`config.mk`:
```
export PLATFORM = sky130hd
export DESIGN_NAME = insn_id_tracker_flat
export DESIGN_NICKNAME = d
export VERILOG_FILES = /design/src/rtl/insn_id_tracker_if.sv /design/src/rtl/insn_id_tracker.sv /design/src/flat_wrapper.sv
export SDC_FILE = /design/constraint.sdc
export NUM_CORES = 1
export LEC_CHECK = 0
export CAP_MARGIN = 20
export CORE_MARGIN = 2
export CORE_UTILIZATION = 35
export CTS_BUF_LIST = sky130_fd_sc_hd__clkbuf_2
export CTS_CLUSTER_SIZE = 25
export DETAILED_ROUTE_END_ITERATION = 8
export GPL_TIMING_DRIVEN = 0
export PLACE_DENSITY = 0.6
export SKIP_LAST_GASP = 1
export SYNTH_ARGS = -nofsm -noshare
export SYNTH_HDL_FRONTEND = slang
export SYNTH_SLANG_ARGS = --single-unit
```
`constraint.sdc`:
```
create_clock -name clk_i -period 3.4 [get_ports clk_i]
set_clock_uncertainty 0.2 [all_clocks]
set_input_delay 0.68 -clock clk_i [delete_from_list [all_inputs] [get_ports clk_i]]
set_output_delay 0.68 -clock clk_i [all_outputs]
set_load 0.01 [all_outputs]
```
`src/rtl/insn_id_tracker_if.sv`:
```
// Dispatcher-side handshake bundle for insn_id_tracker: alloc, per-unit done and retire.
interface insn_id_tracker_if #(
  parameter int IdWidth = 3,
  parameter int NrUnit  = 3
);
  logic                       alloc_valid_i;
  logic [NrUnit-1:0]          alloc_unit_mask_i;
  logic                       alloc_ready_o;
  logic [IdWidth-1:0]         alloc_id_o;
  logic [NrUnit-1:0]          done_valid_i;
  logic [NrUnit*IdWidth-1:0]  done_id_i;
  logic                       retire_valid_o;
  logic [IdWidth-1:0]         retire_id_o;
  logic                       retire_ready_i;
  logic [IdWidth:0]           inflight_cnt_o;
  logic                       err_o;

  modport master (
    output alloc_valid_i, alloc_unit_mask_i, done_valid_i, done_id_i, retire_ready_i,
    input  alloc_ready_o, alloc_id_o, retire_valid_o, retire_id_o, inflight_cnt_o, err_o
  );

  modport slave (
    input  alloc_valid_i, alloc_unit_mask_i, done_valid_i, done_id_i, retire_ready_i,
    output alloc_ready_o, alloc_id_o, retire_valid_o, retire_id_o, inflight_cnt_o, err_o
  );
endinterface

```
`src/rtl/insn_id_tracker.sv`:
```
// In-order instruction-ID allocator with per-unit completion scoreboard.
// Done pulses clear pending bits out of order; IDs retire strictly in allocation order.

// Per-unit done qualifier: a pulse is legal only for an in-flight ID whose bit is still set.
module insn_id_tracker_unit #(
  parameter int IdWidth = 3
) (
  input  logic                    done_valid,
  input  logic [IdWidth-1:0]      done_id,
  input  logic [IdWidth-1:0]      head_id,
  input  logic [IdWidth:0]        inflight,
  input  logic [(2**IdWidth)-1:0] pend_col,
  output logic [(2**IdWidth)-1:0] clr,
  output logic                    err
);
  logic [IdWidth-1:0] offs;
  logic               hit;

  always_comb begin
    // distance from head, modulo NrId; inside [head, tail) iff below occupancy
    offs = done_id - head_id;
    hit  = ({1'b0, offs} < inflight) && pend_col[done_id];
    clr  = '0;
    if (done_valid && hit) clr[done_id] = 1'b1;
    err  = done_valid && !hit;
  end
endmodule

module insn_id_tracker #(
  parameter int IdWidth = 3,
  parameter int NrUnit  = 3
) (
  input  logic                clk_i,
  input  logic                rst_ni,
  insn_id_tracker_if.slave    trk
);
  localparam int NrId = 2**IdWidth;

  logic [IdWidth:0]                head_q, tail_q, inflight;
  logic [NrId-1:0][NrUnit-1:0]     pending_q, pending_d;
  logic [NrUnit-1:0][NrId-1:0]     pend_t, clr;
  logic [NrUnit-1:0]               unit_err;
  logic                            err_q;
  logic                            full, empty, alloc_fire, retire_fire;
  logic [IdWidth-1:0]              head_id, tail_id;

  assign head_id  = head_q[IdWidth-1:0];
  assign tail_id  = tail_q[IdWidth-1:0];
  assign inflight = tail_q - head_q;
  assign empty    = (head_q == tail_q);
  assign full     = (head_id == tail_id) && (head_q[IdWidth] != tail_q[IdWidth]);

  assign trk.alloc_ready_o  = !full;
  assign trk.alloc_id_o     = tail_id;
  assign trk.retire_valid_o = !empty && (pending_q[head_id] == '0);
  assign trk.retire_id_o    = head_id;
  assign trk.inflight_cnt_o = inflight;
  assign trk.err_o          = err_q;

  assign alloc_fire  = trk.alloc_valid_i && !full;
  assign retire_fire = trk.retire_valid_o && trk.retire_ready_i;

  always_comb begin
    pend_t = '0;
    for (int i = 0; i < NrId; i++)
      for (int u = 0; u < NrUnit; u++)
        pend_t[u][i] = pending_q[i][u];
  end

  for (genvar u = 0; u < NrUnit; u++) begin : g_unit
    insn_id_tracker_unit #(.IdWidth(IdWidth)) u_unit (
      .done_valid (trk.done_valid_i[u]),
      .done_id    (trk.done_id_i[u*IdWidth +: IdWidth]),
      .head_id    (head_id),
      .inflight   (inflight),
      .pend_col   (pend_t[u]),
      .clr        (clr[u]),
      .err        (unit_err[u])
    );
  end

  // The tail slot is never in flight, so alloc write and done clears never collide.
  always_comb begin
    pending_d = pending_q;
    for (int i = 0; i < NrId; i++) begin
      for (int u = 0; u < NrUnit; u++)
        if (clr[u][i]) pending_d[i][u] = 1'b0;
      if (alloc_fire && (tail_id == IdWidth'(i)))
        pending_d[i] = trk.alloc_unit_mask_i;
    end
  end

  always_ff @(posedge clk_i or negedge rst_ni) begin
    if (!rst_ni) begin
      head_q    <= '0;
      tail_q    <= '0;
      pending_q <= '0;
      err_q     <= 1'b0;
    end else begin
      pending_q <= pending_d;
      err_q     <= err_q | (|unit_err);
      if (alloc_fire)  tail_q <= tail_q + (IdWidth+1)'(1);
      if (retire_fire) head_q <= head_q + (IdWidth+1)'(1);
    end
  end
endmodule

```
`src/flat_wrapper.sv`:
```
// flat-port wrapper written by rule: the top's interface ports become plain ports
module insn_id_tracker_flat 
#(
  parameter int IdWidth = 3,
  parameter int NrUnit  = 3
)
  (clk_i, rst_ni, trk_alloc_valid_i, trk_alloc_unit_mask_i, trk_done_valid_i, trk_done_id_i, trk_retire_ready_i, trk_alloc_ready_o, trk_alloc_id_o, trk_retire_valid_o, trk_retire_id_o, trk_inflight_cnt_o, trk_err_o);
  insn_id_tracker_if #(.IdWidth(IdWidth), .NrUnit(NrUnit)) trk_i ();
  input  logic clk_i;
  input  logic rst_ni;
  input wire logic [$bits(trk_i.alloc_valid_i)-1:0] trk_alloc_valid_i;
  input wire logic [$bits(trk_i.alloc_unit_mask_i)-1:0] trk_alloc_unit_mask_i;
  input wire logic [$bits(trk_i.done_valid_i)-1:0] trk_done_valid_i;
  input wire logic [$bits(trk_i.done_id_i)-1:0] trk_done_id_i;
  input wire logic [$bits(trk_i.retire_ready_i)-1:0] trk_retire_ready_i;
  output wire logic [$bits(trk_i.alloc_ready_o)-1:0] trk_alloc_ready_o;
  output wire logic [$bits(trk_i.alloc_id_o)-1:0] trk_alloc_id_o;
  output wire logic [$bits(trk_i.retire_valid_o)-1:0] trk_retire_valid_o;
  output wire logic [$bits(trk_i.retire_id_o)-1:0] trk_retire_id_o;
  output wire logic [$bits(trk_i.inflight_cnt_o)-1:0] trk_inflight_cnt_o;
  output wire logic [$bits(trk_i.err_o)-1:0] trk_err_o;
  assign trk_i.alloc_valid_i = trk_alloc_valid_i;
  assign trk_i.alloc_unit_mask_i = trk_alloc_unit_mask_i;
  assign trk_i.done_valid_i = trk_done_valid_i;
  assign trk_i.done_id_i = trk_done_id_i;
  assign trk_i.retire_ready_i = trk_retire_ready_i;
  assign trk_alloc_ready_o = trk_i.alloc_ready_o;
  assign trk_alloc_id_o = trk_i.alloc_id_o;
  assign trk_retire_valid_o = trk_i.retire_valid_o;
  assign trk_retire_id_o = trk_i.retire_id_o;
  assign trk_inflight_cnt_o = trk_i.inflight_cnt_o;
  assign trk_err_o = trk_i.err_o;
  insn_id_tracker #(.IdWidth(IdWidth), .NrUnit(NrUnit)) u_core (.clk_i(clk_i), .rst_ni(rst_ni), .trk(trk_i));
endmodule
```
==> results of run 1 <==
==> Yosys cell counts (all sizes together), types with 6 or more instances <==
cell type and n:
dfrtp 33, nand2 39, o31ai 7, o21ai 22, and3 8, o311ai 9, ha 16, nand2b 9
nand3 14, nor2 6, nor3 6, inv 14, xnor2 13, buf 12
==> flip-flops by register name (all words and copies together), names as in the netlist <==
| name | flops |
|---|---|
| u_core.trk.err_o | 1 |
| u_core.head_q | 4 |
| u_core.pend_t | 24 |
| u_core.tail_q | 4 |
==> per-layer routing <==
layer  vias up  wire length [µm]  track usage (%)
met5         -                 0                0
li1       1013                 -                -
met1       986              2990             25.3
met4         0               203             7.83
met3        20               406             2.73
met2        77              3300             33.1
==> logic make-up after synthesis <==
family	count (synthesis)
simple gates	96
compound gates	57
flops	33
buf+inv	28
fa+ha+maj	23
xor+xnor	14
mux	8
==> worst max-delay path, cell delays in order, from the launching register on <==
cell           delay [ns]
dfrtp_1              0.41
buf_4                0.18
inv_2                0.08
ha_2                 0.32
nor2b_4              0.15
a221oi_4             0.36
xnor2_4              0.16
dlygate4sd2_1        0.28
==> worst max-delay path by stage <==
stage | end | slack [ns] | cells past startpoint
after global routing | trk_inflight_cnt_o[1] | 0.03 | 5
after detailed placement | u_core.trk.err_o | -0.08 | 11
after CTS | trk_inflight_cnt_o[3] | 0.05 | 7
final | trk_inflight_cnt_o[3] | 0.17 | 7
after floorplan | u_core.pend_t[16] | 0.48 | 11
after global placement | u_core.trk.err_o | -0.07 | 11
==> power by group <==
| group | switching (µW) | internal [µW] | total (µW) |
|---|---|---|---|
| Combinational | 1250 | 1100 | 2350 |
| Sequential | 173 | 562 | 735 |
| Clock | 152 | 51.6 | 204 |
| Total | 1570 | 1720 | 3290 |
==> through the flow <==
stage               total power [µW]  hold slack, ns  setup slack [ns]  utilization [%]
detailed placement              2980           0.274           -0.0800             41.7
CTS                             3240           0.135            0.0488             43.1
global placement                2930           0.270           -0.0678             41.8
floorplan                       2260           0.184             0.477                -
global route                    3580           0.143            0.0345             43.3
finish                          3290           0.102             0.171             43.3
==> timing repair <==
item,4_1_cts,5_1_grt
setup endpoints to repair,5,2
pin swaps,0,2
hold buffers,0,0
buffers inserted,5,2
gates resized for setup,8,0
==> final cells by class <==
cell class,count,area [µm²]
Fill cell,682,3850
Multi-Input combinational cell,198,1500
Tap cell,96,120
Buffer,14,88.8
Timing Repair Buffer,33,305
Clock inverter,2,10.0
Sequential cell,33,828
Inverter,14,56.3
Clock buffer,6,30.0
==> metrics.log, run 1 <==
[metrics] share of the yosys chip area belonging to registers: 33.6%
[metrics] final worst path period share: 95.0%
[metrics] Max clock buf depth: 2
[metrics] Post-Synth Simple-Gate Area: 19.9%
[metrics] launch instance of the worst register-to-register path: u_core.head_q[0]
[metrics] setup slack on the worst flop-to-flop path: 0.42 ns
[metrics] worst path required time: 2.52 ns
[metrics] antenna fix cells: 0
[metrics] Worst Setup SP: u_core.head_q[2]
[metrics] Core ar.: 6790 µm²
[metrics] slew at the pin with the worst max-slew slack: 0.772 ns
[metrics] drt drc: 0
[metrics] top cells by area in the synthesized netlist: dfrtp_1 34%, ha_1 8.1%, nand2_1 6.0%
[metrics] outcome: completed
[metrics] number of max-capacitance violations reported: 0
[metrics] Post-Synthesis Cell Area: 2460 µm²
[metrics] main combinational cell family by area after synthesis: simple AND/OR/NAND/NOR gates
[metrics] Worst setup SP type: register
[metrics] leakage dissipation: 0.00125 µW
[metrics] non-filler cells in the finished layout: 396
[metrics] area of the die: 7710 µm²
[metrics] instance count after placement with tap cells included: 381
[metrics] most frequently used flop master after synthesis: dfrtp_1
[metrics] length of the first detailed-routing pass in iterations: 4
[metrics] xor/xnor cell area share of the yosys netlist: 6.06%
[metrics] number of CTS-inserted buffers: 5
[metrics] Peak supply drop: 0.363 mV
[metrics] worst max-slew margin expressed relative to the limit: 48.5%
[metrics] root buffer cell: clkbuf_2
[metrics] CTS clock-pin slew for the worst setup and hold paths: 0.20 ns
[metrics] input/output buffers: 26
[metrics] clock tree from TritonCTS: built
[metrics] final-report max-slew violation count: 0
[metrics] H-Tree Depth: 2
[metrics] instance count of the mapped netlist: 259
[metrics] Reg2Reg Depth: 11
[metrics] routability congestion estimate from global placement: 0.891
[metrics] Die Y: 87.8 µm
[metrics] residual antenna-violating net count after detailed routing: 0
[metrics] post-route cell area: 2940 µm²
[metrics] clock sink count: 33
[metrics] #FFs+latches synth: 33
[metrics] initial standard-cell utilization of the core: 36.2%
[metrics] wire length after detailed routing: 6890 µm
[metrics] synthesized netlist net count: 298
[metrics] area growth from synthesis to layout: 19.7%
[metrics] hold crit path type: input port to async pin
[metrics] global route overflow: 0
[metrics] worst setup path class: register to output pin
[metrics] crit end category: output pin
[metrics] count of synthesis-stage warnings from yosys: 0
[metrics] FF-to-FF End: u_core.pend_t[9]
[metrics] Starting DRT DRC Count: 109
[metrics] net count of the finished layout: 338
[metrics] top-level I/O count: 32
[metrics] clock period minus final worst setup slack: 3.23 ns
[metrics] vias in the first global route: 2172
[metrics] syn_area_per_cell: 9.49 µm²
[metrics] maximum operating frequency: 310 MHz
[metrics] leading cell type in the layout, fill and taps excluded: nand2_1
[metrics] die outline width: 87.8 µm
[metrics] Area after DPL: 2830 µm²
[metrics] fraction of registers with async set/reset: 100%
[metrics] RSZ-0062 raised after global routing: false
[metrics] compound-cell area share of the yosys netlist: 17.2%
[metrics] post-detail-place hpwl: 5250 µm
[metrics] most used cells in the layout excluding fill and tap cells: 39 x nand2_1, 31 x dfrtp_1, 23 x clkdlybuf4s50_1, 18 x o21ai_1, 16 x buf_4
[metrics] Pwr Density: 1120 nW/µm²
[metrics] adder-cell share of the synthesized area: 12.6%
[metrics] final count of hold timing violations: 0
[metrics] Max Fanout on Critical Path: 7
[metrics] post-synthesis cell type count: 49
[metrics] post-synth top area cell: dfrtp_1
[metrics] total track usage: 19.6%
[metrics] aggregate negative setup slack: 0 ns
[metrics] setup-violating endpoint count in the final report: 0
[metrics] global-route wire length before repair: 11400 µm
[metrics] layout cells sized above 1: 15.7%
[metrics] average wire per standard cell: 17.4 µm
[metrics] number of core rows: 30
[metrics] endpoint arrival time on the critical path: 2.35 ns
[metrics] area fraction of the dominant cell type after synthesis: 33.6%
[metrics] number of antenna violations at the first check in global routing: 0
[metrics] average vias per placed instance: 5.29
[metrics] largest net degree at the start of global routing: 34
[metrics] mux cell area share after synthesis: 4.99%
[metrics] vias after detailed routing: 2096
[metrics] insertion delay to the later sink of the worst-skew pair: 0.41 ns
[metrics] number of enable flip-flop cells after synthesis: 0
Power figures use the tool's default switching activity.
==> inputs of run 2 (changes only) <==
--- a/config.mk
+++ b/config.mk
@@ -6,13 +6,15 @@
 export NUM_CORES = 1
 export LEC_CHECK = 0
 export CAP_MARGIN = 20
+export CELL_PAD_IN_SITES_DETAIL_PLACEMENT = 0
+export CELL_PAD_IN_SITES_GLOBAL_PLACEMENT = 1
 export CORE_MARGIN = 2
 export CORE_UTILIZATION = 35
 export CTS_BUF_LIST = sky130_fd_sc_hd__clkbuf_2
 export CTS_CLUSTER_SIZE = 25
 export DETAILED_ROUTE_END_ITERATION = 8
 export GPL_TIMING_DRIVEN = 0
-export PLACE_DENSITY = 0.6
+export PLACE_DENSITY = 0.73
 export SKIP_LAST_GASP = 1
 export SYNTH_ARGS = -nofsm -noshare
 export SYNTH_HDL_FRONTEND = slang
==> run 2 against run 1 <==
Net effect:
- design area rose by 0.17%
- combinational power barely moved
- register-to-register slack improved by 0.03 ns
- largest cell class unchanged
==> metrics.log, run 2 (same netlist as run 1, synthesis figures left out) <==
[metrics] worst setup path class: register to output pin
[metrics] area of the die: 7710 µm² (unchanged)
[metrics] residual antenna-violating net count after detailed routing: 0 (unchanged)
[metrics] antenna fix cells: 0 (unchanged)
[metrics] final-report max-slew violation count: 0 (unchanged)
[metrics] leading cell type in the layout, fill and taps excluded: nand2_1
[metrics] Starting DRT DRC Count: 119 (+9.2%)
[metrics] Filler Cell Count: 693 (+1.6%)
[metrics] post-detail-place hpwl: 5150 µm (-1.9%)
[metrics] layout cells sized above 1: 15.3% (-0.33 points)
[metrics] length of the first detailed-routing pass in iterations: 4 (unchanged)
[metrics] die outline width: 87.8 µm (unchanged)
[metrics] final count of hold timing violations: 0 (unchanged)
[metrics] clock tree from TritonCTS: built
[metrics] Core ar.: 6790 µm² (unchanged)
[metrics] RSZ-0062 raised after global routing: false
[metrics] non-filler cells in the finished layout: 396 (unchanged)
[metrics] Die Y: 87.8 µm (unchanged)
[metrics] top-level I/O count: 32 (unchanged)
[metrics] initial standard-cell utilization of the core: 36.2% (unchanged)
[metrics] number of max-capacitance violations reported: 0 (unchanged)
[metrics] hold buffers post-CTS: 0 (unchanged)
[metrics] setup-violating endpoint count in the final report: 0 (unchanged)
[metrics] Worst setup SP type: register
[metrics] total track usage: 19.0% (-0.61 points)
[metrics] area growth from synthesis to layout: 19.9%
[metrics] hold crit path type: input port to async pin
[metrics] setup slack on the worst flop-to-flop path: 0.45 ns (+0.03 ns)
[metrics] launch instance of the worst register-to-register path: u_core.head_q[0]
[metrics] worst max-slew margin expressed relative to the limit: 49.6% (+1.1 points)
[metrics] global route overflow: 0 (unchanged)
[metrics] final setup slack of the worst path: 0.201 ns (+0.0293 ns)
[metrics] FF-to-FF End: u_core.pend_t[14]
[metrics] endpoint arrival time on the critical path: 2.32 ns (-0.03 ns)
[metrics] slew at the pin with the worst max-slew slack: 0.756 ns (-0.0159 ns)
[metrics] CTS clock-pin slew for the worst setup and hold paths: 0.17 ns (-0.03 ns)
[metrics] Worst Hold Margin: 0.151 ns (+0.0487 ns)
[metrics] Pwr Density: 1110 nW/µm² (-0.91%)
[metrics] H-Tree Depth: 2 (unchanged)
[metrics] aggregate negative setup slack: 0 ns (unchanged)
[metrics] Reg2Reg Depth: 11 (unchanged)
[metrics] number of CTS-inserted buffers: 5 (unchanged)
[metrics] Max Fanout on Critical Path: 4 (-3)
[metrics] outcome: completed
[metrics] largest net degree at the start of global routing: 34 (unchanged)
[metrics] final worst path period share: 94.1% (-0.86 points)
[metrics] global-route wire length before repair: 10900 µm (-4.4%)
[metrics] wire length after detailed routing: 6710 µm (-2.7%)
[metrics] routability congestion estimate from global placement: 0.888 (-0.34%)
[metrics] number of antenna violations at the first check in global routing: 0 (unchanged)
[metrics] clock sink count: 33 (unchanged)
[metrics] instance count after placement with tap cells included: 381 (unchanged)
[metrics] vias in the first global route: 2027 (-6.7%)
[metrics] net count of the finished layout: 339 (+0.30%)
[metrics] Max clock buf depth: 2 (unchanged)
[metrics] vias after detailed routing: 2066 (-1.4%)
[metrics] clock period minus final worst setup slack: 3.20 ns (-0.0293 ns)
[metrics] root buffer cell: clkbuf_2
[metrics] drt drc: 0 (unchanged)
[metrics] Peak supply drop: 0.318 mV (-12%)
[metrics] Placement Setup Slack: -0.109 ns (-0.0294 ns)
[metrics] leakage dissipation: 0.00126 µW (+0.50%)
[metrics] number of core rows: 30 (unchanged)
[metrics] worst path required time: 2.52 ns (about the same)
[metrics] input/output buffers: 26 (unchanged)
[metrics] flip-flop count of the largest register, all copies and words added: 24 (unchanged)
[metrics] most used cells in the layout excluding fill and tap cells: 39 x nand2_1, 31 x dfrtp_1, 23 x clkdlybuf4s50_1, 18 x o21ai_1, 17 x buf_4
[metrics] average vias per placed instance: 5.22 (-1.4%)
[metrics] utilization after layout: 43.4% (+0.074 points)
[metrics] maximum operating frequency: 313 MHz (+0.92%)
[metrics] average wire per standard cell: 16.9 µm (-2.7%)
[metrics] insertion delay to the later sink of the worst-skew pair: 0.37 ns (-0.04 ns)
[metrics] crit end category: output pin
[run 2: cell type report]
class / instances / area (µm²) / area share, %
plain buffers: 14 / 88.8 / 3.01
clock buffers: 6 / 30.0 / 1.02
clock inverters: 1 / 3.75 / 0.127
inverters: 14 / 56.3 / 1.91
multi-input cells: 198 / 1500 / 51.0
flip-flops and latches: 33 / 828 / 28.1
well taps: 96 / 120 / 4.08
repair buffers: 34 / 317 / 10.7
[run 2: worst max path at each step]
| stage | from | endpoint | slack, ns | cells after the start |
|---|---|---|---|---|
| floorplan | trk_done_id_i[6] | u_core.pend_t[16] | 0.48 | 11 |
| CTS | u_core.head_q[2] | trk_retire_valid_o | 0.001 | 7 |
| finish | u_core.tail_q[0] | trk_inflight_cnt_o[1] | 0.20 | 5 |
| detailed placement | trk_done_id_i[0] | u_core.trk.err_o | -0.11 | 11 |
| global placement | trk_done_id_i[0] | u_core.trk.err_o | -0.09 | 11 |
| global route | u_core.tail_q[0] | trk_inflight_cnt_o[1] | 0.02 | 5 |
[run 2: critical path, stage by stage, from the launching register on]
cell and delay, ns:
dfrtp_1 0.42, inv_1 0.16, ha_1 0.26, fa_1 0.51, inv_1 0.08, clkdlybuf4s50_1 0.52
[run 2: routing by layer]
layer	up-vias	wire length (µm)	track usage (%)	share of wire [%]
met5	-	0	0	0
li1	1023	-	-	-
met2	59	3230	31.5	48
met4	0	134	6.01	2.0
met1	974	3010	25.8	45
met3	10	333	2.26	5.0
[run 2: power breakdown]
part           leakage [µW]  internal (µW)  switching [µW]  total [µW]
registers          0.000410            562             172         733
clock network     0.0000265           48.0             135         183
logic              0.000819           1120            1230        2350
[run 2: repair_timing]
item / CTS / global route
endpoints found under the setup margin: 5 / 3
pin swaps: 1 / 2
buffers inserted: 6 / 2
gates cloned: 0 / 0
gates resized for setup: 7 / 1
[run 2: stage by stage]
step           total power (µW)  instance area (µm²)
2_1_floorplan              2260                 2460
3_3_place_gp               2930                 2840
3_5_place_dp               2960                 2830
4_1_cts                    3240                 2930
5_1_grt                    3570                 2950
6_report                   3270                 2950
